==> src/rtl/ram_ctrl_pkg.sv <==
// ram_ctrl_pkg: shared definitions for the RAM request front-end.
// Contents: RAM geometry (data width, address width, depth) and the
//           controller state encoding shared by the controller and its users.
package ram_ctrl_pkg;

  localparam int RAM_DATA_W = 32;
  localparam int RAM_ADDR_W = 5;
  localparam int RAM_DEPTH  = 32;

  // Controller states: zero-fill walk, ready for requests, holding a read response.
  typedef enum logic [1:0] {
    ST_CLEAR = 2'd0,
    ST_IDLE  = 2'd1,
    ST_RESP  = 2'd2
  } state_t;

endpackage

==> src/rtl/ram_req_ctrl.sv <==
// ram_req_ctrl: request front-end placed directly upstream of a single-port RAM.
//   Turns a valid/ready request stream (read/write, addr, wdata) into RAM
//   wr/rd/addr/data_in strobes and returns read data on a valid/ready
//   response channel. Also owns the RAM zero fill: after reset or on clr_req
//   it walks every address writing zero, because the RAM's own reset only
//   clears the single addressed word.
// Ports:
//   clk, rst            clock; synchronous active-high reset
//   clr_req             pulse requesting a full-RAM zero fill
//   busy                high while the zero-fill walk runs
//   req_valid/req_ready request handshake; req_we, req_addr, req_wdata payload
//   rsp_valid/rsp_ready read-response handshake; rsp_data payload
//   mem_wr, mem_rd, mem_addr, mem_wdata   strobes to the RAM
//   mem_rdata           combinational RAM read data (valid while mem_rd=1)
module ram_req_ctrl
  import ram_ctrl_pkg::*;
#(
  parameter int DATA_W = RAM_DATA_W,
  parameter int ADDR_W = RAM_ADDR_W,
  parameter int DEPTH  = RAM_DEPTH
) (
  input  logic              clk,
  input  logic              rst,
  input  logic              clr_req,
  output logic              busy,
  input  logic              req_valid,
  output logic              req_ready,
  input  logic              req_we,
  input  logic [ADDR_W-1:0] req_addr,
  input  logic [DATA_W-1:0] req_wdata,
  output logic              rsp_valid,
  input  logic              rsp_ready,
  output logic [DATA_W-1:0] rsp_data,
  output logic              mem_wr,
  output logic              mem_rd,
  output logic [ADDR_W-1:0] mem_addr,
  output logic [DATA_W-1:0] mem_wdata,
  input  logic [DATA_W-1:0] mem_rdata
);

  state_t              state_r;
  logic [ADDR_W-1:0]   clr_cnt_r;
  logic                clr_pend_r;
  logic                rsp_valid_r;
  logic [DATA_W-1:0]   rsp_data_r;
  logic                accept_s;

  assign busy      = (state_r == ST_CLEAR);
  // A clear request takes the IDLE cycle away from any pending request.
  assign req_ready = (state_r == ST_IDLE) && !clr_req;
  assign accept_s  = req_valid && req_ready;
  assign rsp_valid = rsp_valid_r;
  assign rsp_data  = rsp_data_r;

  // RAM strobe decode: walk address during clear, pass accepted request through in IDLE.
  always_comb begin
    mem_wr    = 1'b0;
    mem_rd    = 1'b0;
    mem_addr  = {ADDR_W{1'b0}};
    mem_wdata = {DATA_W{1'b0}};
    case (state_r)
      ST_CLEAR: begin
        mem_wr   = 1'b1;
        mem_addr = clr_cnt_r;
      end
      ST_IDLE: begin
        if (accept_s) begin
          mem_addr = req_addr;
          if (req_we) begin
            mem_wr    = 1'b1;
            mem_wdata = req_wdata;
          end else begin
            mem_rd = 1'b1;
          end
        end else begin
          mem_addr = {ADDR_W{1'b0}};
        end
      end
      ST_RESP: begin
        mem_wr = 1'b0;
      end
      default: begin
        mem_wr = 1'b0;
      end
    endcase
  end

  // Controller FSM: clear walk counter, response register and deferred clear flag.
  always_ff @(posedge clk) begin
    if (rst) begin
      state_r     <= ST_CLEAR;
      clr_cnt_r   <= {ADDR_W{1'b0}};
      clr_pend_r  <= 1'b0;
      rsp_valid_r <= 1'b0;
      rsp_data_r  <= {DATA_W{1'b0}};
    end else begin
      case (state_r)
        ST_CLEAR: begin
          if (clr_cnt_r == ADDR_W'(DEPTH - 1)) begin
            clr_cnt_r <= {ADDR_W{1'b0}};
            state_r   <= ST_IDLE;
          end else begin
            clr_cnt_r <= clr_cnt_r + ADDR_W'(1);
          end
        end
        ST_IDLE: begin
          if (clr_req) begin
            state_r <= ST_CLEAR;
          end else if (accept_s && !req_we) begin
            // RAM read data is combinational; capture it at the accept edge.
            rsp_data_r  <= mem_rdata;
            rsp_valid_r <= 1'b1;
            state_r     <= ST_RESP;
          end else begin
            state_r <= ST_IDLE;
          end
        end
        ST_RESP: begin
          if (rsp_ready) begin
            rsp_valid_r <= 1'b0;
            clr_pend_r  <= 1'b0;
            // A clear arriving on the handshake cycle itself must not be lost either.
            state_r     <= (clr_pend_r || clr_req) ? ST_CLEAR : ST_IDLE;
          end else if (clr_req) begin
            clr_pend_r <= 1'b1;
          end else begin
            clr_pend_r <= clr_pend_r;
          end
        end
        default: begin
          state_r   <= ST_CLEAR;
          clr_cnt_r <= {ADDR_W{1'b0}};
        end
      endcase
    end
  end

endmodule

==> config.mk <==
export PLATFORM = sky130hd
export DESIGN_NAME = ram_req_ctrl
export DESIGN_NICKNAME = d
export VERILOG_FILES = /design/src/rtl/ram_ctrl_pkg.sv /design/src/rtl/ram_req_ctrl.sv
export SDC_FILE = /design/constraint.sdc
export NUM_CORES = 1
export LEC_CHECK = 0
export BUFFER_PORTS_ARGS = -buffer_cell sky130_fd_sc_hd__buf_2
export CAP_MARGIN = 20
export CORE_MARGIN = 3
export CORE_UTILIZATION = 35
export DETAILED_ROUTE_END_ITERATION = 16
export GPL_TIMING_DRIVEN = 1
export PLACE_DENSITY = 0.73
export SLEW_MARGIN = 20
export SYNTH_ARGS = -nofsm -noshare
export SYNTH_HDL_FRONTEND = slang
export SYNTH_SLANG_ARGS = --single-unit
==> constraint.sdc <==
create_clock -name clk -period 1.6 [get_ports clk]
set_input_delay 0 -clock clk [delete_from_list [all_inputs] [get_ports clk]]
set_output_delay 0 -clock clk [all_outputs]
set_load 0.02 [all_outputs]
# Word-level counts from Yosys, hierarchy flattened

Index checks and enable logic that the tools add are counted.

Flip-flop bits (word level): 41
Output and inout bits: 74
Word-level logic and storage cells: 53
Bits of input ports: 75

Equality and inequality tests: 7
Add/sub/neg operators: 1
Reduce and logical (&&, ||, !) cells: 14
Bitwise gates (word level): 1
Muxes and demuxes: 25

Operators by type and width:

| cell                  | count |
|---|---|
| $mux W32              | 3 |
| $pmux W5 S2           | 2 |
| $mux W1               | 11 |
| $mux W5               | 2 |
| $mux W2               | 4 |
| $pmux W2 S3           | 1 |
| $add A5 B1 Y5 const B | 1 |
| $eq A5 B5 Y1 const B  | 1 |
| $ne A2 B1 Y1 const B  | 2 |
| $ne A2 B2 Y1 const B  | 2 |
| $pmux W1 S2           | 2 |
| $reduce_and A2 Y1     | 2 |
| $reduce_and A4 Y1     | 1 |
| $reduce_bool A2 Y1    | 2 |
| $logic_and A1 B1 Y1   | 3 |
| $reduce_and A3 Y1     | 1 |
| $eq A2 B1 Y1 const B  | 1 |
| $eq A2 B2 Y1 const B  | 1 |
| $logic_not A1 Y1      | 2 |
| $logic_not A2 Y1      | 1 |
| $reduce_or A2 Y1      | 1 |
| $logic_or A1 B1 Y1    | 1 |
| $not A1 Y1            | 1 |

# Depth between registers and ports, before layout

Depth after elaboration: 7
Depth in mapped cells: 8
Mapped depth without buffers: 6

# Least setup slack after synthesis

OpenSTA, ideal clock, no wires.

Kind: reg2reg
Start point: register state_r[0]
End point: register state_r[0]
Cell stages (with the launch flop): 8
Library setup time: 0.092 ns
Arrival: 1.707 ns
Path buffers: 2
Data required time: 1.508 ns
Clock period less this slack: 1.800 ns
Path slack: -0.200 ns
Cell sequence: dfxtp_1 > inv_1 > ha_1 > buf_2 > nor2b_1 > clkbuf_1 > or4_1 > o32ai_1

Elaborated cells on any way between the ends: 12
Those cells by class: 4 x eq/ne; 3 x mux; 5 x reduce/logical

RTL lines:

| what                        | line                | text |
|---|---|---|
| start, declared             | ram_req_ctrl.sv:41  | `state_t state_r;` |
| start signal, assigned      | ram_req_ctrl.sv:123 | `state_r <= (clr_pend_r \|\| clr_req) ? ST_CLEAR : ST_IDLE;` |
| $logic_not A2 Y1 (*)        | --                  |  |
| named net busy              | ram_req_ctrl.sv:25  | `output logic busy,` |
| $ne A2 B1 Y1 (no line)      | --                  |  |
| $reduce_and A2 Y1 (no line) | --                  |  |

The timed path passes the listed nets; every way through them passes the cells marked *.
A chain may end at the register's enable or synchronous reset.

# Worst setup path after layout

Start point: register state_r[1]
End point: output port mem_wdata[8]

Cells in the longest elaborated chain, start to end: 5

RTL lines:

| what                | line                                   | text |
|---|---|---|
| $eq A2 B1 Y1 (*)    | ram_req_ctrl.sv:50, ram_req_ctrl.sv:61 |  |
| $logic_and A1 B1 Y1 | ram_req_ctrl.sv:50                     | `assign req_ready = (state_r == ST_IDLE) && !clr_req;` |
| $logic_and A1 B1 Y1 | ram_req_ctrl.sv:51                     | `assign accept_s = req_valid && req_ready;` |
| $mux W32            | ram_req_ctrl.sv:67                     | `if (accept_s) begin` |
| $mux W32 (*)        | ram_req_ctrl.sv:61                     | `case (state_r)` |
| end, declared       | ram_req_ctrl.sv:37                     | `output logic [DATA_W-1:0] mem_wdata,` |

Every way passes the cells marked *; elsewhere a longest branch is shown, timed or not.

==> impl_metrics.json <==
{
  "drc": 0,
  "r2r_cells": 6,
  "synthCells": 248,
  "io_pins": 149,
  "post_drt_wl_per_cell_um": 14.30,
  "crit_buf_inv": 4,
  "dp_hpwl_um": 4360,
  "io_buffer_count": 148,
  "whs_ns": 0.05187,
  "clk_path_buf_depth": 2,
  "rows": 26,
  "grt_max_degree": 35,
  "crit_top_cell": "buf_6",
  "crit_path_end_kind": "output port",
  "instances_no_fill": 504,
  "power_frac_comb": 0.184,
  "min_path_cells": 2,
  "vias_per_cell": 4.946,
  "path_cells": "inv_2 -> ha_4 -> nand2_4 -> nor2_4 -> buf_6 -> buf_16 -> and3_1 -> buf_6",
  "coreArea_mm2": 0.005172,
  "hold_path.startpoint": "rst",
  "area_delta_synth_final_pct": 90.60,
  "timing.rr.end": "state_r[0]$_SDFFE_PP0P_",
  "skew_ns": 0.007262,
  "min_path_type": "in -> reg",
  "start_util": 0.3653,
  "powerDensity_mw_per_mm2": 589.1,
  "drv_cap": 0,
  "synthTopCellsByArea": "dfxtp_1 43%, nand2_1 14%, and3_1 11%",
  "r2r_slack_ns": 0.04,
  "grt-ovfl-total": 0,
  "path_depth": 8,
  "layout-drive-gt1-share": 0.4724,
  "async_flop_share": 0,
  "netlist.area_leader.share": 0.4344,
  "netlist_area_mm2": 0.001889,
  "start_kind": "flop",
  "setup_slack_ns": -0.002388,
  "p_int_w": 0.001602,
  "rr_startpoint": "clr_cnt_r[1]$_SDFFE_PP0N_",
  "clock-root-buffer": "clkbuf_8",
  "violations": "negative setup slack",
  "avgSynthCellArea_um2": 7.618,
  "crit_slowest_cell": "dfxtp_2",
  "ant_nets": 0,
  "arrival_ns": 1.60,
  "timing.fmax_mhz": 624.1,
  "clock-sinks": 41,
  "critical_path_class": "reg -> out",
  "cts_tree": "yes",
  "die_h_um": 79.47,
  "gp_congestion": 0.7317,
  "syn-num-nets": 329,
  "ys_ff_latch": 41,
  "dr_total_vias": 2493,
  "yosysWarnings": 0,
  "synth_cell_types": 26,
  "diodes": 0,
  "grt_pass1_wl_um": 10720,
  "mostFrequentLayoutCells": "114 x buf_2, 70 x nand2_1, 39 x a21oi_1, 37 x dfxtp_1, 33 x dlygate4sd3_1",
  "yosysSeqAreaShare": 0.4344,
  "dp_cells": 455,
  "wirelength_um": 7207,
  "synthFlopType": "dfxtp_1",
  "vdd_drop_max_mv": 0.6894,
  "fin_crit_ns": 1.602,
  "worstPathRequired_ns": 1.60,
  "grt_pass1_vias": 2379,
  "fp.dieW_um": 79.47,
  "drv_slew": 0,
  "status": "finished with violations",
  "rsz0062_at_grt": "true",
  "clkTransAtPathRegs_ns": 0.08,
  "cts_buffers": 5,
  "clockPowerShare": 0.318,
  "synth_edf_count": 0,
  "clock_latency_ns": 0.29,
  "fin_nets": 515,
  "cp_max_fo": 9,
  "cp_top_family": "buffers and inverters",
  "dieArea_mm2": 0.006315,
  "holdPathEnd": "clr_cnt_r[0]$_SDFFE_PP0N_",
  "grt_usage": 0.2117,
  "setup-violations-final": 1,
  "post-place-ws_ns": -0.04314,
  "drt_iter0_markers": 78,
  "p_sw_w": 0.0005197,
  "antenna_found_initial": 0,
  "cts_max_level": 2,
  "tightest_slew_ns": 0.3458,
  "fin_util": 0.6962,
  "firstDrtPassIters": 4,
  "fin_crit_sh": 1.001,
  "cp_slowest_stage_delay_ns": 0.33,
  "synth_area_leader_cell": "dfxtp_1",
  "p_sw_frac": 0.2450,
  "seq_power_share": 0.497,
  "layout_commonest_cell": "buf_2",
  "p_leak_nw": 1.732,
  "final_hold_viol_count": 0,
  "max_slew_margin": 0.7635
}
## kinds of logic (layout without fill, tap and decap cells)
logic type | Yosys count | in the layout | synth area share
compound gates | 51 | 51 | 0.1536
xor+xnor | 1 | 1 | 0.004637
fa+ha+maj | 6 | 6 | 0.03973
buf+inv | 26 | 212 | 0.05496
flops | 41 | 41 | 0.4344
simple gates | 123 | 123 | 0.3126
## state kept, by name, indices dropped and copies added, names as in the netlist
register	flops
clr_cnt_r	5
clr_pend_r	1
rsp_data	32
rsp_valid	1
state_r	2
## worst max-delay path by stage
stage	startpoint	to	slack, ns
final	state_r[1]$_SDFFE_PP0P_	mem_wdata[8]	-0.002
after floorplan	clr_cnt_r[0]$_SDFFE_PP0N_	state_r[0]$_SDFFE_PP0P_	-0.01
after global routing	state_r[1]$_SDFFE_PP0P_	mem_wdata[8]	-0.08
after global placement	clr_cnt_r[1]$_SDFFE_PP0N_	state_r[1]$_SDFFE_PP0P_	0.04
after detailed placement	state_r[1]$_SDFFE_PP0P_	state_r[1]$_SDFFE_PP0P_	-0.04
after CTS	state_r[1]$_SDFFE_PP0P_	mem_wdata[16]	-0.005
## worst register-to-register path, stage by stage (launching register included)
cell,delay (ns)
dfxtp_2,0.36
ha_4,0.14
and3_4,0.19
ha_4,0.14
nor2b_4,0.06
or4_1,0.48
o32ai_2,0.11
## final cells by class
cell class	instances	area (µm²)
Fill cell	386	1572
Timing Repair Buffer	201	1446
Tap cell	70	87.58
Inverter	4	18.77
Multi-Input combinational cell	181	1136
Sequential cell	41	825.8
Clock buffer	7	86.33
## cell usage after synthesis, types with 3 or more instances
master / n
clkbuf_1: 17
a22o_1: 5
ha_1: 6
buf_2: 5
a21oi_1: 39
dfxtp_1: 41
nor2b_1: 3
and3_1: 33
inv_1: 3
nand2_1: 71
nor2_1: 6
## power groups by stage
stage / clock network (W) / logic, W / registers (W)
CTS: 0.000692 / 0.000378 / 0.00105
floorplan: 0 / 0.000132 / 0.00108
finish: 0.000675 / 0.000391 / 0.00105
global route: 0.000743 / 0.000425 / 0.00106
global placement: 0 / 0.000281 / 0.00108
detailed placement: 0 / 0.000285 / 0.00108
## through the flow
stage          total power (W)  setup TNS (ns)  cell area (µm²)
2_1_floorplan         0.001216        -0.02093             1929
3_3_place_gp          0.001357               0             2771
3_5_place_dp          0.001362        -0.08229             2771
4_1_cts               0.002124        -0.03544             3437
5_1_grt               0.002225          -1.181             3601
6_report              0.002121       -0.002388             3601
## repair_timing
action | in CTS | in global routing
hold buffers | 33 | 0
cloned | 2 | 1
setup buffers | 5 | 3
setup endpoints to repair | 38 | 41
gates resized for setup | 48 | 39
hold endpoints to repair | 33 | 0
pin swaps | 4 | 1
## per-layer routing
layer  vias to the layer above  share of wire  GRT usage
met5                         -              0          0
met3                        13          0.073    0.05530
li1                       1209              -          -
met4                         0          0.016    0.04296
met2                       115           0.55     0.4224
met1                      1156           0.36     0.2170
(Power assumes the default switching activity.)
